### src/rtl/coeff_load_sched.sv
// coeff_load_sched: round-robin arbiter that grants one coefficient source a whole
// burst at a time and turns its valid/ready stream into banked buffer writes.
module coeff_load_sched #(
    parameter int NREQ  = 4,
    parameter int NCOEF = 8,
    parameter int DW    = 16,
    parameter int AW    = $clog2(NREQ*NCOEF)
) (
    input  logic                    clk,
    input  logic                    rst,
    input  logic [NREQ-1:0]         in_valid,
    input  logic [NREQ*DW-1:0]      in_data,
    output logic [NREQ-1:0]         in_ready,
    output logic                    wr_en,
    output logic [AW-1:0]           wr_addr,
    output logic [DW-1:0]           wr_data,
    output logic [NREQ-1:0]         bank_done,
    output logic [$clog2(NREQ)-1:0] grant_id,
    output logic                    busy
);
    localparam int GW = $clog2(NREQ);
    localparam int CW = $clog2(NCOEF);
    localparam logic [CW-1:0] CNT_LAST = CW'(NCOEF - 1);
    localparam logic [AW-1:0] NCOEF_A  = AW'(NCOEF);
    localparam logic [GW-1:0] G_LAST   = GW'(NREQ - 1);

    typedef enum logic {IDLE, XFER} state_t;

    state_t          state_q, state_d;
    logic [GW-1:0]   rr_ptr_q, rr_ptr_d;
    logic [GW-1:0]   g_q, g_d;
    logic [CW-1:0]   cnt_q, cnt_d;
    logic            wr_en_q, wr_en_d;
    logic [AW-1:0]   wr_addr_q, wr_addr_d;
    logic [DW-1:0]   wr_data_q, wr_data_d;
    logic [NREQ-1:0] bank_done_q, bank_done_d;
    logic [GW-1:0]   sel;
    logic            hs;
    int              idx;

    // Scan downward so the candidate closest to rr_ptr is the one left in sel.
    always_comb begin
        sel = rr_ptr_q;
        idx = 0;
        for (int k = NREQ - 1; k >= 0; k--) begin
            idx = int'(rr_ptr_q) + k;
            if (idx >= NREQ) idx = idx - NREQ;
            if (in_valid[idx]) sel = GW'(idx);
        end
    end

    assign hs = (state_q == XFER) && in_valid[g_q];

    always_comb begin
        state_d     = state_q;
        rr_ptr_d    = rr_ptr_q;
        g_d         = g_q;
        cnt_d       = cnt_q;
        wr_en_d     = 1'b0;
        wr_addr_d   = wr_addr_q;
        wr_data_d   = wr_data_q;
        bank_done_d = '0;
        case (state_q)
            IDLE: begin
                if (|in_valid) begin
                    g_d     = sel;
                    cnt_d   = '0;
                    state_d = XFER;
                end
            end
            XFER: begin
                if (hs) begin
                    wr_en_d   = 1'b1;
                    wr_addr_d = AW'(g_q) * NCOEF_A + AW'(cnt_q);
                    wr_data_d = in_data[g_q*DW +: DW];
                    if (cnt_q == CNT_LAST) begin
                        bank_done_d[g_q] = 1'b1;
                        state_d          = IDLE;
                        rr_ptr_d         = (g_q == G_LAST) ? '0 : g_q + 1'b1;
                    end else begin
                        cnt_d = cnt_q + 1'b1;
                    end
                end
            end
        endcase
    end

    always_ff @(posedge clk) begin
        if (rst) begin
            state_q     <= IDLE;
            rr_ptr_q    <= '0;
            g_q         <= '0;
            cnt_q       <= '0;
            wr_en_q     <= 1'b0;
            wr_addr_q   <= '0;
            wr_data_q   <= '0;
            bank_done_q <= '0;
        end else begin
            state_q     <= state_d;
            rr_ptr_q    <= rr_ptr_d;
            g_q         <= g_d;
            cnt_q       <= cnt_d;
            wr_en_q     <= wr_en_d;
            wr_addr_q   <= wr_addr_d;
            wr_data_q   <= wr_data_d;
            bank_done_q <= bank_done_d;
        end
    end

    always_comb begin
        in_ready = '0;
        if (state_q == XFER) in_ready[g_q] = 1'b1;
    end

    assign busy      = (state_q == XFER);
    assign grant_id  = g_q;
    assign wr_en     = wr_en_q;
    assign wr_addr   = wr_addr_q;
    assign wr_data   = wr_data_q;
    assign bank_done = bank_done_q;

endmodule

### config.mk
export PLATFORM = sky130hd
export DESIGN_NAME = coeff_load_sched
export DESIGN_NICKNAME = d
export VERILOG_FILES = /design/src/rtl/coeff_load_sched.sv
export SDC_FILE = /design/constraint.sdc
export NUM_CORES = 1
export LEC_CHECK = 0
export ABC_AREA = 1
export CORE_AREA = 2 2 72 74
export CTS_CLUSTER_SIZE = 40
export DETAILED_ROUTE_END_ITERATION = 16
export DIE_AREA = 0 0 74 76
export GPL_TIMING_DRIVEN = 1
export PLACE_DENSITY_LB_ADDON = 0.15
export SETUP_SLACK_MARGIN = 0.1
export SLEW_MARGIN = 5
export SYNTH_ARGS = -nofsm -noshare
export SYNTH_HDL_FRONTEND = slang
export SYNTH_SLANG_ARGS = --single-unit
### constraint.sdc
create_clock -name clk -period 2.1 [get_ports clk]
set_input_delay 0.42 -clock clk [delete_from_list [all_inputs] [get_ports clk]]
set_output_delay 0.42 -clock clk [all_outputs]
set_load 0.03 [all_outputs]
==> results_tabular.tex <==
\begin{tabular}{lr}
\hline
Metric & Value \\
\hline
\multicolumn{2}{l}{\textbf{Final layout}} \\
Share of post-route cells with drive strength above 1 & 8.37\% \\
Number of inserted diodes & 0 \\
Synth-to-Final Area Change & 60.1\% \\
Most frequent cells in the layout & sky130\_fd\_sc\_hd\_\_clkdlybuf4s50\_1 (96), sky130\_fd\_sc\_hd\_\_nor2\_1 (65), sky130\_fd\_sc\_hd\_\_nand2\_1 (50) \\
Most common library cell in the layout ignoring fill and taps & sky130\_fd\_sc\_hd\_\_clkdlybuf4s50\_1 \\
Net count of the finished layout & 481 \\
Final cell area excluding filler cells & 3200 um2 \\
\multicolumn{2}{l}{\textbf{Worst hold path}} \\
Path category of the worst min-delay check & flop to flop \\
\multicolumn{2}{l}{\textbf{Global route}} \\
Largest net degree at the start of global routing & 40 \\
Overall track demand over capacity in global routing & 22.3\% \\
Total congestion overflow & 0 \\
Via count of the first global-routing pass & 2,362 \\
Antenna violations before repair & 0 \\
First-pass GRT wire length & 9.94 mm \\
\multicolumn{2}{l}{\textbf{Route}} \\
Iteration count of the initial detailed-routing pass & 7 \\
Number of vias per cell after detailed routing & 4.87 \\
Wirelength per Cell & 11.8 um \\
Via total after detailed routing & 2,320 \\
Initial DRC Count & 106 \\
Number of routed nets with antenna violations & 0 \\
Routed wire length & 5.62 mm \\
Post-route DRC violation count & 0 \\
\multicolumn{2}{l}{\textbf{Pwr}} \\
Post-layout power & 2.10 mW \\
Leakage & 1.35 nW \\
Switching power summed over all nets & 0.624 mW \\
Internal portion of total power & 1.48 mW \\
Seq pwr share & 34.7\% \\
Worst-case vdd ir drop & 0.295 mV \\
Sw Ratio & 29.7\% \\
Combinational share of power & 30.9\% \\
Power density over cell area & 658 nW/um2 \\
Clock network fraction of total power & approximately a third \\
\multicolumn{2}{l}{\textbf{Synthesis}} \\
Synthesized flop and latch total & 34 \\
Post-synthesis instance total & between 300 and 400 \\
Syn. warnings & 0 \\
Synth Area per Inst & roughly 6.5 um2 \\
Count of different cell masters after synthesis & 25 \\
Total nets after synthesis & about 380 \\
Sequential fraction of the synthesis area & 34.1\% \\
Netlist area before placement & 2000 um2 \\
\multicolumn{2}{l}{\textbf{Setup path}} \\
Critical Path Sink Type & primary output \\
Peak per-stage delay on the critical path & 0.41 ns \\
Cell-by-cell trace of the critical path & buf\_8, ha\_1, nand2\_1, inv\_1, buf\_4 \\
Buffering stage count on the worst path with inverters included & 3 \\
Cell family with the largest share of critical-path delay & buffers and inverters \\
Data arrival time of the worst path & 1.47 ns \\
Worst-path fanout max & 39 \\
Critical path startpoint category & flop \\
CP max-delay cell & sky130\_fd\_sc\_hd\_\_dfxtp\_1 \\
Critical path type & flop to primary output \\
Required @ worst endpoint & 1.68 ns \\
\multicolumn{2}{l}{\textbf{Floorplan}} \\
\# IOs & $\sim$100 \\
Effective utilization at floorplan & 40.6\% \\
Number of placement rows & 26 \\
Die Width & between 70 and 80 um \\
Area of the die & 5620 um2 \\
DIE HEIGHT & about 76 um \\
Core area & 4910 um2 \\
\multicolumn{2}{l}{\textbf{Outcome}} \\
Outcome & finished clean \\
\multicolumn{2}{l}{\textbf{Clock tree}} \\
Number of buffers inserted during clock tree synthesis & 5 \\
Hold buffers post-CTS & 0 \\
Clock sinks & 34 \\
Clock latency of the later-clocked register in the worst-skew pair & 0.29 ns \\
TritonCTS clock tree & built \\
Clock root buffer master & sky130\_fd\_sc\_hd\_\_clkbuf\_8 \\
Number of H-tree levels & 2 \\
Clock transition at path regs & 0.07 ns \\
Setup Fix Bufs, Post-CTS & 0 \\
Number of buffers between clock root and the deepest sink & 2 \\
\multicolumn{2}{l}{\textbf{STA}} \\
Maximum clock frequency & 529 MHz \\
Fraction of the cycle the final worst path needs & about nine tenths \\
Total of endpoints with negative setup slack in the final report & 0 \\
RSZ-0062 raised after global routing & no \\
Relative slew margins & between 60\% and 70\% \\
Number of pins exceeding their max-slew limit in the final report & 0 \\
Min Clock Period, post-route & 1.89 ns \\
Sum of negative setup slack & 0 ns \\
Number of hold violations in the final report & 0 \\
Slew at the pin with the worst max-slew slack & 0.491 ns \\
Post-Route Skew & 0.00683 ns \\
\multicolumn{2}{l}{\textbf{Placed design}} \\
Placed wire-length estimate & 4.26 mm \\
Instance area at placement & 3050 um2 \\
Count of input and output buffers & slightly above 100 \\
Weighted congestion reported at the end of routability-driven placement & 0.843 \\
\multicolumn{2}{l}{\textbf{Run}} \\
Count of maximum capacitance violations & 0 \\
\hline
\end{tabular}
through the flow:
| stage | instances | utilization, % | hold slack (ns) | worst slack (ns) |
|---|---|---|---|---|
| 3_3_place_gp | 468 | 62.1 | 0.452 | 0.206 |
| 3_5_place_dp | 468 | 62.1 | 0.456 | 0.143 |
| 4_1_cts | 476 | 64.9 | 0.467 | 0.155 |
| 2_1_floorplan | 305 | - | 0.449 | 0.290 |
| 6_report | 476 | 65.1 | 0.465 | 0.211 |
| 5_1_grt | 476 | 65.1 | 0.493 | 0.104 |
power by group through the flow:
| stage | clock network, mW | logic [mW] | registers, mW |
|---|---|---|---|
| 2_1_floorplan | 0 | 0.281 | 0.829 |
| 3_3_place_gp | 0 | 0.648 | 0.742 |
| 3_5_place_dp | 0 | 0.654 | 0.743 |
| 4_1_cts | 0.736 | 0.653 | 0.730 |
| 5_1_grt | 0.753 | 0.720 | 0.737 |
| 6_report | 0.722 | 0.650 | 0.730 |
logic make-up after synthesis:
family,count (synthesis),synth area share [%]
simple gates,134,27.8
compound gates,87,23.3
fa+ha+maj,6,3.76
flops,34,34.1
buf+inv,44,11.1
metal layers:
metal,routed length (um),GRT usage (%)
met1,2330,24.2
met2,2700,38.6
met3,447,6.75
met4,154,10.0
met5,0,0
layout make-up:
type,count,area [um2]
Inverter,26,108
Clock buffer,5,68.8
Tap cell,70,87.6
Timing Repair Buffer,111,1090
Fill cell,455,1720
Multi-Input combinational cell,227,1090
Clock inverter,3,68.8
Sequential cell,34,681
worst reg2reg max path, cell delays in order (launching register included):
cell and delay (ns):
sky130_fd_sc_hd__dfxtp_1 0.35, sky130_fd_sc_hd__inv_4 0.07, sky130_fd_sc_hd__buf_4 0.29, sky130_fd_sc_hd__nand2_2 0.09
sky130_fd_sc_hd__nand3_2 0.08, sky130_fd_sc_hd__nand2_2 0.08, sky130_fd_sc_hd__nand2_4 0.09, sky130_fd_sc_hd__buf_4 0.19
sky130_fd_sc_hd__nor2_2 0.07, sky130_fd_sc_hd__nor2_2 0.12, sky130_fd_sc_hd__nand2_1 0.07, sky130_fd_sc_hd__a21oi_1 0.13
cells in the mapped netlist, drive strengths merged:
master | count | share of area [%]
o211ai | 1 | 0.63
nand2 | 55 | 11
dfxtp | 34 | 34
o22ai | 6 | 1.9
buf | 13 | 4.8
clkbuf | 5 | 0.94
nor2 | 68 | 13
inv | 26 | 5.4
a31oi | 11 | 3.4
a21oi | 16 | 4.0
nand4 | 2 | 0.63
nand3 | 9 | 2.5
ha | 6 | 3.8
o21ai | 53 | 13
worst paths after layout:
path | from | end | slack (ns) | cells past startpoint
max | grant_id[0] | in_ready[3] | 0.21 | 5
min | wr_data[1] | wr_data[1] | 0.46 | 2
max reg2reg | grant_id[0] | cnt_q[1] | 0.40 | 11
min reg2reg | wr_data[1] | wr_data[1] | 0.46 | 2
repair_timing:
action | CTS | global route
endpoints found under the hold margin | 0 | 0
endpoints found under the setup margin | 4 | 2
gates resized for setup | 4 | 2
registers in the layout, summed over array words and instances (netlist names):
signal,flops
busy,1
wr_addr,5
cnt_q,3
rr_ptr_q,2
grant_id,2
bank_done,4
wr_en,1
wr_data,16
Power figures use the tool's default switching activity.
